File: src/rtl/softmax_drv.sv
// Host-side driver for the 4-lane fp16 softmax block: packs a serial input stream, starts the
// block, waits a fixed latency and serialises the results. Optional max broadcast: SOFTMAX_DRV_MAXSUB_EN.
module softmax_drv #(
  parameter int DATAWIDTH = 16,
  parameter int NUM       = 4,
  parameter int LATENCY   = 40
) (
  input  logic                     clk,
  input  logic                     reset,
  input  logic [DATAWIDTH-1:0]     in_data,
  input  logic                     in_valid,
  output logic                     in_ready,
  output logic [DATAWIDTH*NUM-1:0] inp,
  output logic [DATAWIDTH*NUM-1:0] sub0_inp,
  output logic [DATAWIDTH*NUM-1:0] sub1_inp,
  output logic                     start,
  input  logic [DATAWIDTH-1:0]     outp0,
  input  logic [DATAWIDTH-1:0]     outp1,
  input  logic [DATAWIDTH-1:0]     outp2,
  input  logic [DATAWIDTH-1:0]     outp3,
  output logic [DATAWIDTH-1:0]     out_data,
  output logic                     out_valid,
  input  logic                     out_ready,
  output logic                     out_last,
  output logic                     busy
);

  localparam int CW = (LATENCY > 1) ? $clog2(LATENCY) : 1;
  localparam logic [CW-1:0] CNT_LOAD = CW'(LATENCY - 1);

  typedef enum logic [1:0] {
    ST_FILL  = 2'd0,
    ST_START = 2'd1,
    ST_WAIT  = 2'd2,
    ST_DRAIN = 2'd3
  } state_t;

  state_t                   state_r, state_nxt_s;
  logic [1:0]               idx_r, idx_nxt_s;
  logic [1:0]               j_r, j_nxt_s;
  logic [CW-1:0]            cnt_r, cnt_nxt_s;
  logic [DATAWIDTH*NUM-1:0] inp_r;
  logic [DATAWIDTH-1:0]     res_r     [0:3];
  logic [DATAWIDTH-1:0]     res_nxt_s [0:3];
  logic                     accept_s, beat_s, capture_s;
  logic                     in_ready_r, start_r, out_valid_r, out_last_r, busy_r;
  logic [DATAWIDTH-1:0]     out_data_r;

  assign accept_s  = (state_r == ST_FILL) && in_valid;
  assign beat_s    = (state_r == ST_DRAIN) && out_ready;
  assign capture_s = (state_r == ST_WAIT) && (cnt_r == {CW{1'b0}});

  // Next-state, index and latency counter decode
  always_comb begin
    state_nxt_s = state_r;
    idx_nxt_s   = idx_r;
    j_nxt_s     = j_r;
    cnt_nxt_s   = cnt_r;
    case (state_r)
      ST_FILL: begin
        if (accept_s) begin
          idx_nxt_s = idx_r + 2'd1;
          if (idx_r == 2'd3) begin
            state_nxt_s = ST_START;
          end else begin
            state_nxt_s = ST_FILL;
          end
        end else begin
          idx_nxt_s = idx_r;
        end
      end
      ST_START: begin
        cnt_nxt_s   = CNT_LOAD;
        state_nxt_s = ST_WAIT;
      end
      ST_WAIT: begin
        if (capture_s) begin
          state_nxt_s = ST_DRAIN;
        end else begin
          cnt_nxt_s = cnt_r - CW'(1);
        end
      end
      ST_DRAIN: begin
        if (beat_s) begin
          j_nxt_s = j_r + 2'd1;
          if (j_r == 2'd3) begin
            state_nxt_s = ST_FILL;
          end else begin
            state_nxt_s = ST_DRAIN;
          end
        end else begin
          j_nxt_s = j_r;
        end
      end
      default: begin
        state_nxt_s = ST_FILL;
        idx_nxt_s   = 2'd0;
        j_nxt_s     = 2'd0;
        cnt_nxt_s   = {CW{1'b0}};
      end
    endcase
  end

  // Result capture mux: outp* are taken in the cycle the counter reaches zero
  always_comb begin
    res_nxt_s[0] = res_r[0];
    res_nxt_s[1] = res_r[1];
    res_nxt_s[2] = res_r[2];
    res_nxt_s[3] = res_r[3];
    if (capture_s) begin
      res_nxt_s[0] = outp0;
      res_nxt_s[1] = outp1;
      res_nxt_s[2] = outp2;
      res_nxt_s[3] = outp3;
    end else begin
      res_nxt_s[0] = res_r[0];
    end
  end

  // Control state, counters and result storage
  always_ff @(posedge clk or negedge reset) begin
    if (!reset) begin
      state_r <= ST_FILL;
      idx_r   <= 2'd0;
      j_r     <= 2'd0;
      cnt_r   <= {CW{1'b0}};
      for (int k = 0; k < 4; k++) begin
        res_r[k] <= {DATAWIDTH{1'b0}};
      end
    end else begin
      state_r <= state_nxt_s;
      idx_r   <= idx_nxt_s;
      j_r     <= j_nxt_s;
      cnt_r   <= cnt_nxt_s;
      for (int k = 0; k < 4; k++) begin
        res_r[k] <= res_nxt_s[k];
      end
    end
  end

  // Packed input vector: one lane written per accepted beat
  always_ff @(posedge clk or negedge reset) begin
    if (!reset) begin
      inp_r <= {(DATAWIDTH*NUM){1'b0}};
    end else if (accept_s) begin
      inp_r[int'(idx_r)*DATAWIDTH +: DATAWIDTH] <= in_data;
    end else begin
      inp_r <= inp_r;
    end
  end

  // Outputs registered from next-state values so they line up with the state register
  always_ff @(posedge clk or negedge reset) begin
    if (!reset) begin
      in_ready_r  <= 1'b1;
      start_r     <= 1'b0;
      out_valid_r <= 1'b0;
      out_last_r  <= 1'b0;
      busy_r      <= 1'b0;
      out_data_r  <= {DATAWIDTH{1'b0}};
    end else begin
      in_ready_r  <= (state_nxt_s == ST_FILL);
      start_r     <= (state_nxt_s == ST_START);
      out_valid_r <= (state_nxt_s == ST_DRAIN);
      out_last_r  <= (state_nxt_s == ST_DRAIN) && (j_nxt_s == 2'd3);
      busy_r      <= (state_nxt_s != ST_FILL) || (idx_nxt_s != 2'd0);
      out_data_r  <= res_nxt_s[j_nxt_s];
    end
  end

  assign in_ready  = in_ready_r;
  assign start     = start_r;
  assign out_valid = out_valid_r;
  assign out_last  = out_last_r;
  assign busy      = busy_r;
  assign out_data  = out_data_r;
  assign inp       = inp_r;

`ifdef SOFTMAX_DRV_MAXSUB_EN
  logic [DATAWIDTH-1:0]     mx_r, mx_nxt_s;
  logic [DATAWIDTH*NUM-1:0] sub_r;

  // Order-preserving key: negatives fully inverted, positives get the sign bit set
  function automatic logic [DATAWIDTH-1:0] key_f(input logic [DATAWIDTH-1:0] v);
    logic [DATAWIDTH-1:0] k;
    if (v[DATAWIDTH-1]) begin
      k = ~v;
    end else begin
      k = {1'b1, v[DATAWIDTH-2:0]};
    end
    return k;
  endfunction

  // Running maximum of the current vector
  always_comb begin
    mx_nxt_s = mx_r;
    if (accept_s) begin
      if (idx_r == 2'd0) begin
        mx_nxt_s = in_data;
      end else if (key_f(in_data) > key_f(mx_r)) begin
        mx_nxt_s = in_data;
      end else begin
        mx_nxt_s = mx_r;
      end
    end else begin
      mx_nxt_s = mx_r;
    end
  end

  // Maximum register and its lane broadcast
  always_ff @(posedge clk or negedge reset) begin
    if (!reset) begin
      mx_r  <= {DATAWIDTH{1'b0}};
      sub_r <= {(DATAWIDTH*NUM){1'b0}};
    end else if (accept_s) begin
      mx_r  <= mx_nxt_s;
      sub_r <= {NUM{mx_nxt_s}};
    end else begin
      mx_r  <= mx_r;
      sub_r <= sub_r;
    end
  end

  assign sub0_inp = sub_r;
  assign sub1_inp = sub_r;
`else
  assign sub0_inp = inp_r;
  assign sub1_inp = inp_r;
`endif

endmodule

File: config.mk
export PLATFORM = sky130hd
export DESIGN_NAME = softmax_drv
export DESIGN_NICKNAME = d
export VERILOG_FILES = /design/src/rtl/softmax_drv.sv
export SDC_FILE = /design/constraint.sdc
export NUM_CORES = 1
export LEC_CHECK = 0
export CORE_MARGIN = 2
export CORE_UTILIZATION = 51
export CTS_BUF_LIST = sky130_fd_sc_hd__clkbuf_4 sky130_fd_sc_hd__clkbuf_8
export DETAILED_ROUTE_END_ITERATION = 10
export PLACE_DENSITY = 0.89
export SYNTH_ARGS = -nofsm -noshare
export SYNTH_HDL_FRONTEND = slang
export SYNTH_SLANG_ARGS = --single-unit
File: constraint.sdc
create_clock -name clk -period 5.6 [get_ports clk]
set_input_delay 1.4 -clock clk [delete_from_list [all_inputs] [get_ports clk]]
set_output_delay 1.4 -clock clk [all_outputs]
set_load 0.05 [all_outputs]
==> flow_summary.ini, run 1 <==
[status]
outcome = complete, no violations

[floorplan]
rows = 46
start_util = 0.524
fp.dieW_um = 132
coreArea_mm2 = 0.0160
die_h_um = 132
num_io_pins = 297
die-area_mm2 = 0.0175

[setup_path]
cp_top_family = buffers and inverters
cp-start-kind = flip-flop
path_class = reg2out
crit_required_ns = 4.20
ff2ff_setup_slack_ns = 2.95
crit_slowest_cell = clkdlybuf4s50_1
critPathArrivalTime_ns = 1.82
crit_chain = clkdlybuf4s50_1
critPathMaxFanout = 4
critPathBufInv = 1
slowest_delay_ns = 0.90
crit_path_end_kind = primary output

[place]
place_ws_ns = 2.10
hpwl_um = 16700
gp_congestion = 0.841
io_buffer_count = 296

[cells_and_area]
drive_above_1_share = 0.0471
antenna_cells = 0
nNetsFinal = 1124
area_growth_pct = 28.9

[synth]
ys.flop_type = dfrtp_1
yosysSeqAreaShare = 0.481
ys_seq_elements = 161
async_flop_share = 1.00
synth.top_cell.area_share = 0.477
avgSynthCellArea_um2 = 9.40
synthDistinctLibCells = 40
yosys_warnings = 0
syn-num-nets = 985
synth_edf_count = 0
synth_area_leaders = dfrtp_1, buf_4, nand2_1
synthesis.area_mm2 = 0.00839
yosysTopAreaCell = dfrtp_1
synth_cells = 892

[route]
drc = 0
drtIter0Drc = 454
vias_per_cell = 5.33
totalWireLength_um = 22900
firstDrtPassIters = 5
post_drt_wl_per_cell_um = 18.3
postRouteAntennaNets = 0
vias = 6698

[job]
maxCapViolations = 0

[clocking]
cts_buffer_depth = 2
insertion_delay_ns = 0.45
cts_buffers = 17
post_cts_buffers = 0
clock-sinks = 161
htreeDepth = 4
cts_resized = 0
cts_tree = yes
cts.clk_slew.worst_paths_ns = 0.09
clockRootBuffer = clkbuf_8
cts_hold_buf = 0

[global_routing]
track_usage = 0.259
antenna_found_initial = 0
grt_max_degree = 131
grt_pass1_wl_um = 35500
grt_overflow_total = 0
grt_pass1_vias = 6390

[timing]
finalCritPeriodShare = 0.575
fin_ws_ns = 2.38
hold_slack_ns = 0.551
drv_slew = 0
fin_crit_ns = 3.22
fmax_mhz = 310
finalSetupViolCount = 0
grt_setup_unrepaired = no
max_slew_margin = 0.246
worst_pin_slew_ns = 1.11
fin_skew_ns = 0.0122
finalHoldViolCount = 0
tns_ns = 0

[power]
power_mw = 6.04
leakage_nw = 4.78
powerDensity_mw_per_mm2 = 558
ir_drop_uv = 290

[min_path]
holdCritPathClass = reg2reg
[tightest hold or removal path, delay by kind of cell, from the launching register on]
kind               cells  cell delay (ns)
AOI/OAI and AO/OA      1             0.07
DFF                    1             0.39
and+or+nand+nor        1             0.06
[power breakdown]
| part | switching (mW) | internal, mW | total [mW] |
|---|---|---|---|
| combinational | 2.28 | 1.11 | 3.39 |
| sequential | 0.322 | 1.54 | 1.86 |
| clock | 0.418 | 0.365 | 0.783 |
[Yosys cell counts, drive strengths merged (2+ instances only)]
library cell / count
nand4: 17
nand2b: 5
nor2b: 4
nor2: 3
or2: 64
a2bb2oi: 2
nand2: 140
dfrtp: 160
clkbuf: 34
mux2: 4
inv: 7
and3: 64
a21boi: 64
mux2i: 5
nand3: 6
o21ai: 133
ha: 9
buf: 147
nor3: 3
xnor2: 2
nor3b: 5
[cell families after synthesis]
group           Yosys count  share of synthesized area
mux                       9                     0.0113
simple gates            316                      0.199
xor+xnor                  2                    0.00209
compound gates          207                      0.147
buf+inv                 188                      0.147
flops                   161                      0.481
fa+ha+maj                 9                     0.0134
[per-layer routing]
metal  up-vias  part of all wire  GRT usage
met5         -                 0          0
met4         0             0.029     0.0992
met3        45             0.058     0.0454
met2       298              0.50      0.439
met1      3210              0.41      0.335
li1       3145                 -          -
[sequential cells by signal, summed over array words and instances, names as in the netlist, 2 cells and up]
name      cells
cnt_r         6
idx_r         2
inp          64
j_r           2
out_data     16
res_r        64
state_r       2
[worst paths after layout]
check | from | endpoint | depth (start not counted)
min in group asynchronous | reset | inp[26]$_DFFE_PN0P_ | 1
worst min register to register | inp[41]$_DFFE_PN0P_ | inp[41]$_DFFE_PN0P_ | 2
worst max register to register | cnt_r[0]$_DFFE_PN0P_ | out_data[12]$_DFF_PN0_ | 7
worst min-delay path | inp[41]$_DFFE_PN0P_ | inp[41]$_DFFE_PN0P_ | 2
max in group asynchronous | reset | res_r[7]$_DFF_PN0_ | 2
worst max-delay path | inp[15]$_DFFE_PN0P_ | sub1_inp[15] | 1
[through the flow]
stage	cells	instance area (um^2)	util
3_3_place_gp	1228	10500	0.654
5_1_grt	1256	10800	0.676
3_5_place_dp	1228	10500	0.654
4_1_cts	1256	10800	0.676
2_1_floorplan	892	8390	-
6_report	1256	10800	0.676
[final cells by class]
cell class | instances | area, um^2
clock buffers | 20 | 263
flip-flops and latches | 161 | 4030
well taps | 216 | 270
clock inverters | 8 | 86.3
inverters | 7 | 26.3
multi-input cells | 543 | 3140
fillers | 1242 | 5190
repair buffers | 301 | 3000
[placed cells by master (no fill, tap or decap), types with 2 or more instances in the layout]
master	instances
or2_1	64
clkbuf_4	2
mux2_2	4
dfrtp_1	160
nor3b_2	4
o21ai_0	86
clkinvlp_4	4
clkinv_4	2
a2bb2oi_1	2
a21boi_0	64
nand2_1	140
inv_1	7
nor3_1	2
o21ai_1	46
xnor2_1	2
clkbuf_8	18
and3_1	64
nor2_1	3
ha_1	9
nand2b_1	5
buf_4	5
nand3_1	5
nor2b_1	4
mux2i_1	4
nand4_1	17
clkdlybuf4s50_1	295
(Power assumes the default switching activity.)
==> run 2, diff against run 1 <==
--- a/config.mk
+++ b/config.mk
@@ -6,10 +6,10 @@
 export NUM_CORES = 1
 export LEC_CHECK = 0
 export CORE_MARGIN = 2
-export CORE_UTILIZATION = 51
+export CORE_UTILIZATION = 42
 export CTS_BUF_LIST = sky130_fd_sc_hd__clkbuf_4 sky130_fd_sc_hd__clkbuf_8
 export DETAILED_ROUTE_END_ITERATION = 10
-export PLACE_DENSITY = 0.89
+export PLACE_DENSITY = 0.79
 export SYNTH_ARGS = -nofsm -noshare
 export SYNTH_HDL_FRONTEND = slang
 export SYNTH_SLANG_ARGS = --single-unit
==> constraint.sdc (replaced) <==
create_clock -name clk -period 2.7 [get_ports clk]
set_input_delay 0.675 -clock clk [delete_from_list [all_inputs] [get_ports clk]]
set_output_delay 0.675 -clock clk [all_outputs]
set_load 0.05 [all_outputs]
==> run 2 against run 1 <==
  * First-iteration DRC count down 17%
  * Sequential share of layout area down 0.93 points
  * Highest routed layer unchanged
  * Via count down 0.34%
  * Cell count up 5.2%
  * Design area up 2.6%
  * Register-to-register slack worse by 2.4 ns
  * Worst hold slack worse by 0.37 ns
  * Sequential power up 100%
  * Largest cell class unchanged
  * Flip-flop and latch count unchanged
==> flow_summary.ini, run 2 (synthesis results as in run 1) <==
[setup_path]
cp_top_family = buffers and inverters
worst-r2r-cell-count = 7
crit_slowest_cell = clkdlybuf4s50_1
cp-start-kind = flip-flop
path_depth = 1
slowest_delay_ns = 0.87
critPathArrivalTime_ns = 1.83
critPathMaxFanout = 4
crit_required_ns = 2.03
ff2ff_setup_slack_ns = 0.56
path_class = reg2out
crit_chain = clkdlybuf4s50_1
reg2reg_to = out_data[10]$_DFF_PN0_
r2r_start = cnt_r[0]$_DFFE_PN0P_
crit_path_end_kind = primary output
critPathBufInv = 1

[power]
leakage_nw = 4.91
ir_drop_uv = 398
powerDensity_mw_per_mm2 = 1160

[global_routing]
grt_overflow_total = 0
grt_pass1_vias = 6643
grt_pass1_wl_um = 36900
grt_max_degree = 131
antenna_found_initial = 0
track_usage = 0.222

[floorplan]
fp.dieW_um = 145
die_h_um = 145
start_util = 0.430
rows = 51
die-area_mm2 = 0.0211
num_io_pins = 297
coreArea_mm2 = 0.0195

[min_path]
holdCritPathClass = in2async

[route]
vias = 6675
drtIter0Drc = 377
firstDrtPassIters = 5
post_drt_wl_per_cell_um = 17.8
vias_per_cell = 5.05
totalWireLength_um = 23500
drc = 0
postRouteAntennaNets = 0

[cells_and_area]
nNetsFinal = 1136
drive_above_1_share = 0.0606
antenna_cells = 0
mostFrequentLayoutCells = clkdlybuf4s50_1, dfrtp_1, nand2_1
finish.utilization = 0.568
layout_commonest_cell = clkdlybuf4s50_1
area_growth_pct = 32.2

[clocking]
cts_tree = yes
htreeDepth = 4
clock-sinks = 161
post_cts_buffers = 0
cts_hold_buf = 0
cts_buffer_depth = 2
cts.clk_slew.worst_paths_ns = 0.09
cts_buffers = 17
insertion_delay_ns = 0.46
clockRootBuffer = clkbuf_8
cts_resized = 0

[timing]
worst_pin_slew_ns = 0.583
fin_ws_ns = 0.195
finalSetupViolCount = 0
tns_ns = 0
fmax_mhz = 399
drv_slew = 0
finalHoldViolCount = 0
max_slew_margin = 0.612
grt_setup_unrepaired = no
fin_crit_ns = 2.51
fin_skew_ns = 0.0135
finalCritPeriodShare = 0.928

[place]
gp_congestion = 0.876
place_ws_ns = 0.405
io_buffer_count = 296
hpwl_um = 16900

[status]
outcome = complete, no violations

[job]
maxCapViolations = 0
## run 2: worst max path at each step
stage                                    from                     to  slack [ns]
after global placement              out_ready  out_data[7]$_DFF_PN0_        0.46
after global routing      inp[33]$_DFFE_PN0P_           sub1_inp[33]        0.15
final                     inp[33]$_DFFE_PN0P_           sub1_inp[33]        0.19
after CTS                 inp[19]$_DFFE_PN0P_           sub1_inp[19]        0.14
after floorplan            idx_r[0]$_DFF_PN0_    inp[12]$_DFFE_PN0P_        0.84
after detailed placement            out_ready  out_data[4]$_DFF_PN0_        0.41
## run 2: metrics by stage
stage	instance area (um^2)	hold WS, ns	power [mW]	cells
6_report	11100	0.181	12.9	1321
5_1_grt	11100	0.210	13.6	1321
4_1_cts	11100	0.181	13.0	1321
3_5_place_dp	10700	0.525	11.1	1289
3_3_place_gp	10700	0.511	10.9	1289
2_1_floorplan	8390	0.379	9.16	892
## run 2: worst reg2reg max path, stage by stage (launching register included)
cell and delay, ns:
dfrtp_1 0.43, inv_1 0.10, ha_1 0.20, nor4b_4 0.27, buf_12 0.39, a21boi_0 0.27
o21ai_1 0.23, nand4_1 0.13
## run 2: final cells by class
| type | instances | area (um^2) |
|---|---|---|
| Sequential cell | 161 | 4030 |
| Fill cell | 1701 | 8440 |
| Inverter | 7 | 26.3 |
| Multi-Input combinational cell | 543 | 3130 |
| Tap cell | 265 | 332 |
| Clock inverter | 11 | 151 |
| Clock buffer | 21 | 277 |
| Timing Repair Buffer | 313 | 3140 |
## run 2: per-layer routing
metal  track usage  wire length [um]  part of all wire  up-vias
met5             0                 0                 0        -
met4        0.0779               613             0.026        0
met3        0.0472              1350             0.058       41
met2         0.382             11800              0.50      269
met1         0.277              9680              0.41     3188
li1              -                 -                 -     3177
## run 2: power by group
group          internal (mW)  total, mW  switching, mW  leakage, nW
clock                  0.992       1.90          0.908        0.218
combinational           2.41       7.19           4.78         2.56
sequential              3.19       3.81          0.612         2.13
